### config.mk
export PLATFORM = sky130hd
export DESIGN_NAME = eth_rx_word_packer
export DESIGN_NICKNAME = d
export VERILOG_FILES = /design/src/rtl/eth_rx_word_packer.sv
export SDC_FILE = /design/constraint.sdc
export NUM_CORES = 1
export LEC_CHECK = 0
export BUFFER_PORTS_ARGS = -buffer_cell sky130_fd_sc_hd__buf_2
export CAP_MARGIN = 10
export CORE_AREA = 2 2 154 118
export DETAILED_ROUTE_END_ITERATION = 12
export DIE_AREA = 0 0 156 120
export HOLD_SLACK_MARGIN = 0.12
export MAX_ROUTING_LAYER = met4
export PLACE_DENSITY = 0.52
export SETUP_SLACK_MARGIN = 0.1
export SYNTH_ARGS = -nofsm -noshare
export SYNTH_HDL_FRONTEND = slang
export SYNTH_SLANG_ARGS = --single-unit
### constraint.sdc
create_clock -name clk_clk -period 12.2 [get_ports clk_clk]
set_input_delay 3.05 -clock clk_clk [delete_from_list [all_inputs] [get_ports clk_clk]]
set_output_delay 3.05 -clock clk_clk [all_outputs]
set_load 0.02 [all_outputs]
### src/rtl/eth_rx_word_packer.sv
// Packs the MAC 8-bit Avalon-ST receive stream into 32-bit big-endian words, folding
// per-byte errors, oversize frames and SOP-aborted frames into the EOP word's error flag.
module eth_rx_word_packer #(
   parameter int MAX_FRAME_BYTES = 1518,
   parameter int CNT_W           = 16
) (
   input  logic             clk_clk,
   input  logic             reset_reset,
   input  logic [7:0]       in_data,
   input  logic             in_valid,
   output logic             in_ready,
   input  logic             in_startofpacket,
   input  logic             in_endofpacket,
   input  logic [5:0]       in_error,
   input  logic [1:0]       in_empty,
   output logic [31:0]      out_data,
   output logic             out_valid,
   input  logic             out_ready,
   output logic             out_startofpacket,
   output logic             out_endofpacket,
   output logic [1:0]       out_empty,
   output logic             out_error,
   output logic [CNT_W-1:0] frame_count,
   output logic [CNT_W-1:0] err_frame_count
);

   localparam logic [15:0]      MAX_LEN = 16'(MAX_FRAME_BYTES);
   localparam logic [15:0]      LEN_SAT = 16'hFFFF;
   localparam logic [CNT_W-1:0] CNT_ONE = CNT_W'(1);

   logic [31:0]      acc_q, acc_d;
   logic [1:0]       idx_q, idx_d;
   logic             in_pkt_q, in_pkt_d;
   logic             sop_pend_q, sop_pend_d;
   logic             err_sticky_q, err_sticky_d;
   logic [15:0]      len_q, len_d;
   logic             emit_pend_q, emit_pend_d;
   logic [31:0]      od_q, od_d;
   logic             ov_q, ov_d;
   logic             osop_q, osop_d;
   logic             oeop_q, oeop_d;
   logic [1:0]       oempty_q, oempty_d;
   logic             oerr_q, oerr_d;
   logic [CNT_W-1:0] fcnt_q, fcnt_d;
   logic [CNT_W-1:0] ecnt_q, ecnt_d;

   logic             slot_free_s;
   logic             in_ready_s;
   logic             accept_s;
   logic             abort_s;
   logic [1:0]       idx_e_s;
   logic [15:0]      len_e_s;
   logic             err_e_s;
   logic             sop_e_s;
   logic [31:0]      acc_e_s;
   logic [31:0]      lane_s;
   logic [31:0]      word_s;
   logic             err_new_s;
   logic             last_s;
   logic             unused_s;

   assign slot_free_s = !ov_q || out_ready;
   assign in_ready_s  = slot_free_s && !emit_pend_q;
   assign accept_s    = in_valid && in_ready_s;
   assign unused_s    = ^in_empty;

   // Packing, frame tracking and output-register load decisions
   always_comb begin
      acc_d        = acc_q;
      idx_d        = idx_q;
      in_pkt_d     = in_pkt_q;
      sop_pend_d   = sop_pend_q;
      err_sticky_d = err_sticky_q;
      len_d        = len_q;
      emit_pend_d  = emit_pend_q;
      od_d         = od_q;
      ov_d         = ov_q && !out_ready;
      osop_d       = osop_q;
      oeop_d       = oeop_q;
      oempty_d     = oempty_q;
      oerr_d       = oerr_q;
      fcnt_d       = fcnt_q;
      ecnt_d       = ecnt_q;
      abort_s      = 1'b0;
      idx_e_s      = idx_q;
      len_e_s      = len_q;
      err_e_s      = err_sticky_q;
      sop_e_s      = sop_pend_q;
      acc_e_s      = acc_q;
      lane_s       = 32'h0;
      word_s       = 32'h0;
      err_new_s    = 1'b0;
      last_s       = 1'b0;

      if (emit_pend_q) begin
         // The held word is always a single-byte SOP+EOP frame that lost the slot to a terminator
         if (slot_free_s) begin
            ov_d         = 1'b1;
            od_d         = acc_q;
            osop_d       = 1'b1;
            oeop_d       = 1'b1;
            oempty_d     = 2'd3;
            oerr_d       = err_sticky_q;
            fcnt_d       = fcnt_q + CNT_ONE;
            if (err_sticky_q) begin
               ecnt_d = ecnt_q + CNT_ONE;
            end else begin
               ecnt_d = ecnt_q;
            end
            emit_pend_d  = 1'b0;
            acc_d        = 32'h0;
            err_sticky_d = 1'b0;
         end else begin
            emit_pend_d = 1'b1;
         end
      end else if (accept_s && (in_startofpacket || in_pkt_q)) begin
         if (in_startofpacket) begin
            if (in_pkt_q) begin
               abort_s = 1'b1;
               ov_d    = 1'b1;
               oeop_d  = 1'b1;
               oerr_d  = 1'b1;
               if (idx_q != 2'd0) begin
                  od_d     = acc_q;
                  oempty_d = 2'd0 - idx_q;
                  osop_d   = sop_pend_q;
               end else begin
                  od_d     = 32'h0;
                  oempty_d = 2'd3;
                  osop_d   = 1'b0;
               end
               fcnt_d = fcnt_q + CNT_ONE;
               ecnt_d = ecnt_q + CNT_ONE;
            end else begin
               abort_s = 1'b0;
            end
            idx_e_s = 2'd0;
            len_e_s = 16'd0;
            err_e_s = 1'b0;
            sop_e_s = 1'b1;
            acc_e_s = 32'h0;
         end else begin
            abort_s = 1'b0;
         end

         case (idx_e_s)
            2'd0:    lane_s = {in_data, 24'h0};
            2'd1:    lane_s = {8'h0, in_data, 16'h0};
            2'd2:    lane_s = {16'h0, in_data, 8'h0};
            2'd3:    lane_s = {24'h0, in_data};
            default: lane_s = 32'h0;
         endcase
         word_s       = acc_e_s | lane_s;
         err_new_s    = err_e_s || (in_error != 6'd0) || (len_e_s >= MAX_LEN);
         last_s       = (idx_e_s == 2'd3) || in_endofpacket;
         len_d        = (len_e_s == LEN_SAT) ? len_e_s : len_e_s + 16'd1;
         err_sticky_d = err_new_s;

         if (!last_s) begin
            acc_d      = word_s;
            idx_d      = idx_e_s + 2'd1;
            sop_pend_d = sop_e_s;
            in_pkt_d   = 1'b1;
         end else if (abort_s) begin
            acc_d       = word_s;
            idx_d       = 2'd0;
            sop_pend_d  = 1'b0;
            in_pkt_d    = 1'b0;
            emit_pend_d = 1'b1;
         end else begin
            ov_d     = 1'b1;
            od_d     = word_s;
            osop_d   = sop_e_s;
            oeop_d   = in_endofpacket;
            oempty_d = in_endofpacket ? (2'd3 - idx_e_s) : 2'd0;
            oerr_d   = in_endofpacket && err_new_s;
            if (in_endofpacket) begin
               fcnt_d = fcnt_q + CNT_ONE;
               if (err_new_s) begin
                  ecnt_d = ecnt_q + CNT_ONE;
               end else begin
                  ecnt_d = ecnt_q;
               end
            end else begin
               fcnt_d = fcnt_q;
            end
            acc_d      = 32'h0;
            idx_d      = 2'd0;
            sop_pend_d = 1'b0;
            in_pkt_d   = !in_endofpacket;
         end
      end else begin
         abort_s = 1'b0;
      end
   end

   // State and output registers
   always_ff @(posedge clk_clk or posedge reset_reset) begin
      if (reset_reset) begin
         acc_q        <= 32'h0;
         idx_q        <= 2'd0;
         in_pkt_q     <= 1'b0;
         sop_pend_q   <= 1'b0;
         err_sticky_q <= 1'b0;
         len_q        <= 16'd0;
         emit_pend_q  <= 1'b0;
         od_q         <= 32'h0;
         ov_q         <= 1'b0;
         osop_q       <= 1'b0;
         oeop_q       <= 1'b0;
         oempty_q     <= 2'd0;
         oerr_q       <= 1'b0;
         fcnt_q       <= '0;
         ecnt_q       <= '0;
      end else begin
         acc_q        <= acc_d;
         idx_q        <= idx_d;
         in_pkt_q     <= in_pkt_d;
         sop_pend_q   <= sop_pend_d;
         err_sticky_q <= err_sticky_d;
         len_q        <= len_d;
         emit_pend_q  <= emit_pend_d;
         od_q         <= od_d;
         ov_q         <= ov_d;
         osop_q       <= osop_d;
         oeop_q       <= oeop_d;
         oempty_q     <= oempty_d;
         oerr_q       <= oerr_d;
         fcnt_q       <= fcnt_d;
         ecnt_q       <= ecnt_d;
      end
   end

   assign in_ready          = in_ready_s;
   assign out_data          = od_q;
   assign out_valid         = ov_q;
   assign out_startofpacket = osop_q;
   assign out_endofpacket   = oeop_q;
   assign out_empty         = oempty_q;
   assign out_error         = oerr_q;
   assign frame_count       = fcnt_q;
   assign err_frame_count   = ecnt_q;

endmodule

==> flow_metrics.env <==
export IMPL_postRouteAntennaNets=0
export IMPL_fp_dieH_um=120
export IMPL_core_rowCount=42
export IMPL_criticalPathCategory="in -> out"
export IMPL_holdWs_ps=468
export IMPL_grt_max_degree=64
export IMPL_gp_congestion=0.782
export IMPL_synth_sequential_area_ratio_pct=53.8
export IMPL_grt_antenna_before_repair=0
export IMPL_cp_required_ps=9150
export IMPL_reg2reg_setup_slack_ps=9480
export IMPL_relSlewSlack_pct=32.7
export IMPL_cts_repair_resized=0
export IMPL_yosys_top_cells_area="dfrtp_1 54%, nand2_1 5.5%, a22oi_1 5.3%"
export IMPL_clock_sinks=124
export IMPL_finalSetupViolCount=0
export IMPL_syn_avg_cell_area_sq_um=10.2
export IMPL_place_ws_ps=5400
export IMPL_synth_seq_cells=124
export IMPL_timing_final_crit_share_pct=55.9
export IMPL_clock_skew_ps=12.5
export IMPL_diodes=0
export IMPL_grt_pass1_wl_um=24100
export IMPL_layout_common_cells="124 x dfrtp_1, 90 x buf_2, 85 x nand2_1"
export IMPL_wire_per_inst_um=16.6
export IMPL_syn_area_sq_mm=0.00577
export IMPL_io_pins=93
export IMPL_drcViolationCount=0
export IMPL_worstPathArrival_ps=3780
export IMPL_setup_ws_ps=5370
export IMPL_clkLatencyLatePin_ps=410
export IMPL_yosysWarnings=0
export IMPL_endpoint_kind="primary output"
export IMPL_max_freq_mhz=147
export IMPL_cp_max_fo=6
export IMPL_htreeDepth=4
export IMPL_drt_iter0_markers=375
export IMPL_cts_reportedPaths_clkPinSlew_ps=50
export IMPL_cellPowerDensity_mw_per_mm2=188
export IMPL_max_cap_violations=0
export IMPL_tightest_slew_ps=1010
export IMPL_initial_core_util_pct=33.4
export IMPL_cp_start_kind="input pin"
export IMPL_power_uw=1320
export IMPL_power_leakage_uw=0.00323
export IMPL_hold_violations=0
export IMPL_synth_nets=598
export IMPL_hold_buffers=0
export IMPL_final_common_cell="dfrtp_1"
export IMPL_ys_async_sr_fraction_pct=100
export IMPL_vias_per_cell=5.16
export IMPL_rsz0062_at_grt="no"
export IMPL_dieArea_sq_mm=0.0187
export IMPL_clockBufferDepth=2
export IMPL_postCtsSetupRepairBufs=0
export IMPL_num_vias=4518
export IMPL_drive_above_1_share_pct=20.7
export IMPL_grtUsageTotal_pct=17.2
export IMPL_fin_cells=876
export IMPL_grt_pass1_vias=4540
export IMPL_cts_tree="done"
export IMPL_cts_buffers=17
export IMPL_drv_slew=0
export IMPL_fp_dieW_um=156
export IMPL_syn_to_final_growth_pct=21.4
export IMPL_netlist_top_cell_by_area="dfrtp_1"
export IMPL_synth_edff_count=0
export IMPL_wirelength_um=14500
export IMPL_dpl_hpwl_um=9790
export IMPL_ir_drop_uv=84.3
export IMPL_yosysTopAreaCellShare_pct=53.8
export IMPL_grt_ovfl_total=0
export IMPL_synth_ff_type="dfrtp_1"
export IMPL_dr_pass1_iters=4
export IMPL_netlist_instances=568
export IMPL_coreArea_sq_mm=0.0173
export IMPL_layout_min_cycle_time_ps=6830
export IMPL_synth_cell_types=54
export IMPL_io_buffers=90
export IMPL_fin_nets=674
export IMPL_dp_cells=844
export IMPL_fin_tns_setup_ps=0
export IMPL_root_buffer="clkbuf_16"
export IMPL_hold_class="reg -> reg"
export IMPL_status="finished clean"
-- power breakdown --
| group | internal (uW) | total, uW | switching [uW] |
|---|---|---|---|
| combinational | 94.9 | 278 | 184 |
| sequential | 475 | 532 | 56.9 |
| clock | 331 | 507 | 176 |
| total | 901 | 1320 | 416 |
-- cells in the mapped netlist, drive strengths merged, types with 2 or more instances --
cell type,instances
a211oi,2
a21o,2
a21oi,9
a22o,25
a22oi,41
a2bb2oi,2
a31oi,2
and2,7
and3,10
buf,16
clkbuf,21
dfrtp,124
ha,8
inv,10
mux2,2
nand2,85
nand2b,7
nand3,20
nand4,17
nor2,24
nor2b,3
nor3,4
nor3b,2
nor4,3
nor4b,2
o21ai,58
o31ai,2
or3,2
xnor2,29
xor2,15
-- per-stage QoR --
step	utilization (%)	instance area [sq um]
2_1_floorplan	-	5770
3_3_place_gp	36.9	6380
3_5_place_dp	36.9	6380
4_1_cts	40.3	6970
5_1_grt	40.5	7000
6_report	40.5	7000
-- sequential cells by signal (all words and copies together), names as in the netlist, 2 cells and up --
register / cells
out_data: 32
out_empty: 2
idx_q: 2
len_q: 16
err_frame_count: 16
acc_q: 32
frame_count: 16
-- critical path: stages --
cell and delay [ps]:
buf_2 110, nor2b_1 320, nor2_1 100, buf_2 190
-- logic make-up after synthesis --
family	count (synthesis)	synth area share, %
adders and majority gates	9	1.91
buffers and inverters	47	3.32
muxes	2	0.390
DFF	124	53.8
and+or+nand+nor	192	16.3
AOI/OAI and AO/OA	150	17.6
xor gates and xnor gates	44	6.68
-- area by class of cell --
type	count	area, sq um
Inverter	10	40.0
Sequential cell	124	3100
Timing Repair Buffer	94	500
Clock inverter	6	82.6
Clock buffer	25	515
Tap cell	220	275
Fill cell	1667	10300
Multi-Input combinational cell	397	2480
-- routing by layer --
layer | GRT usage (%) | part of all wire (%) | vias up
li1 | - | - | 2179
met1 | 24.2 | 52 | 2216
met2 | 22.8 | 42 | 109
met3 | 5.67 | 5.2 | 14
met4 | 6.19 | 1.2 | 0
met5 | - | 0 | -
-- final timing paths --
path | start | end | cells after the start
min reg2reg | out_data[3]$_DFFE_PP0P_ | out_data[3]$_DFFE_PP0P_ | 2
min | out_data[3]$_DFFE_PP0P_ | out_data[3]$_DFFE_PP0P_ | 2
min in group asynchronous | reset_reset | out_data[16]$_DFFE_PP0P_ | 2
max | out_ready | in_ready | 4
max in group asynchronous | reset_reset | acc_q[28]$_DFFE_PP0P_ | 3
max reg2reg | emit_pend_q$_DFF_PP0_ | acc_q[30]$_DFFE_PP0P_ | 5
(Power assumes the default switching activity.)
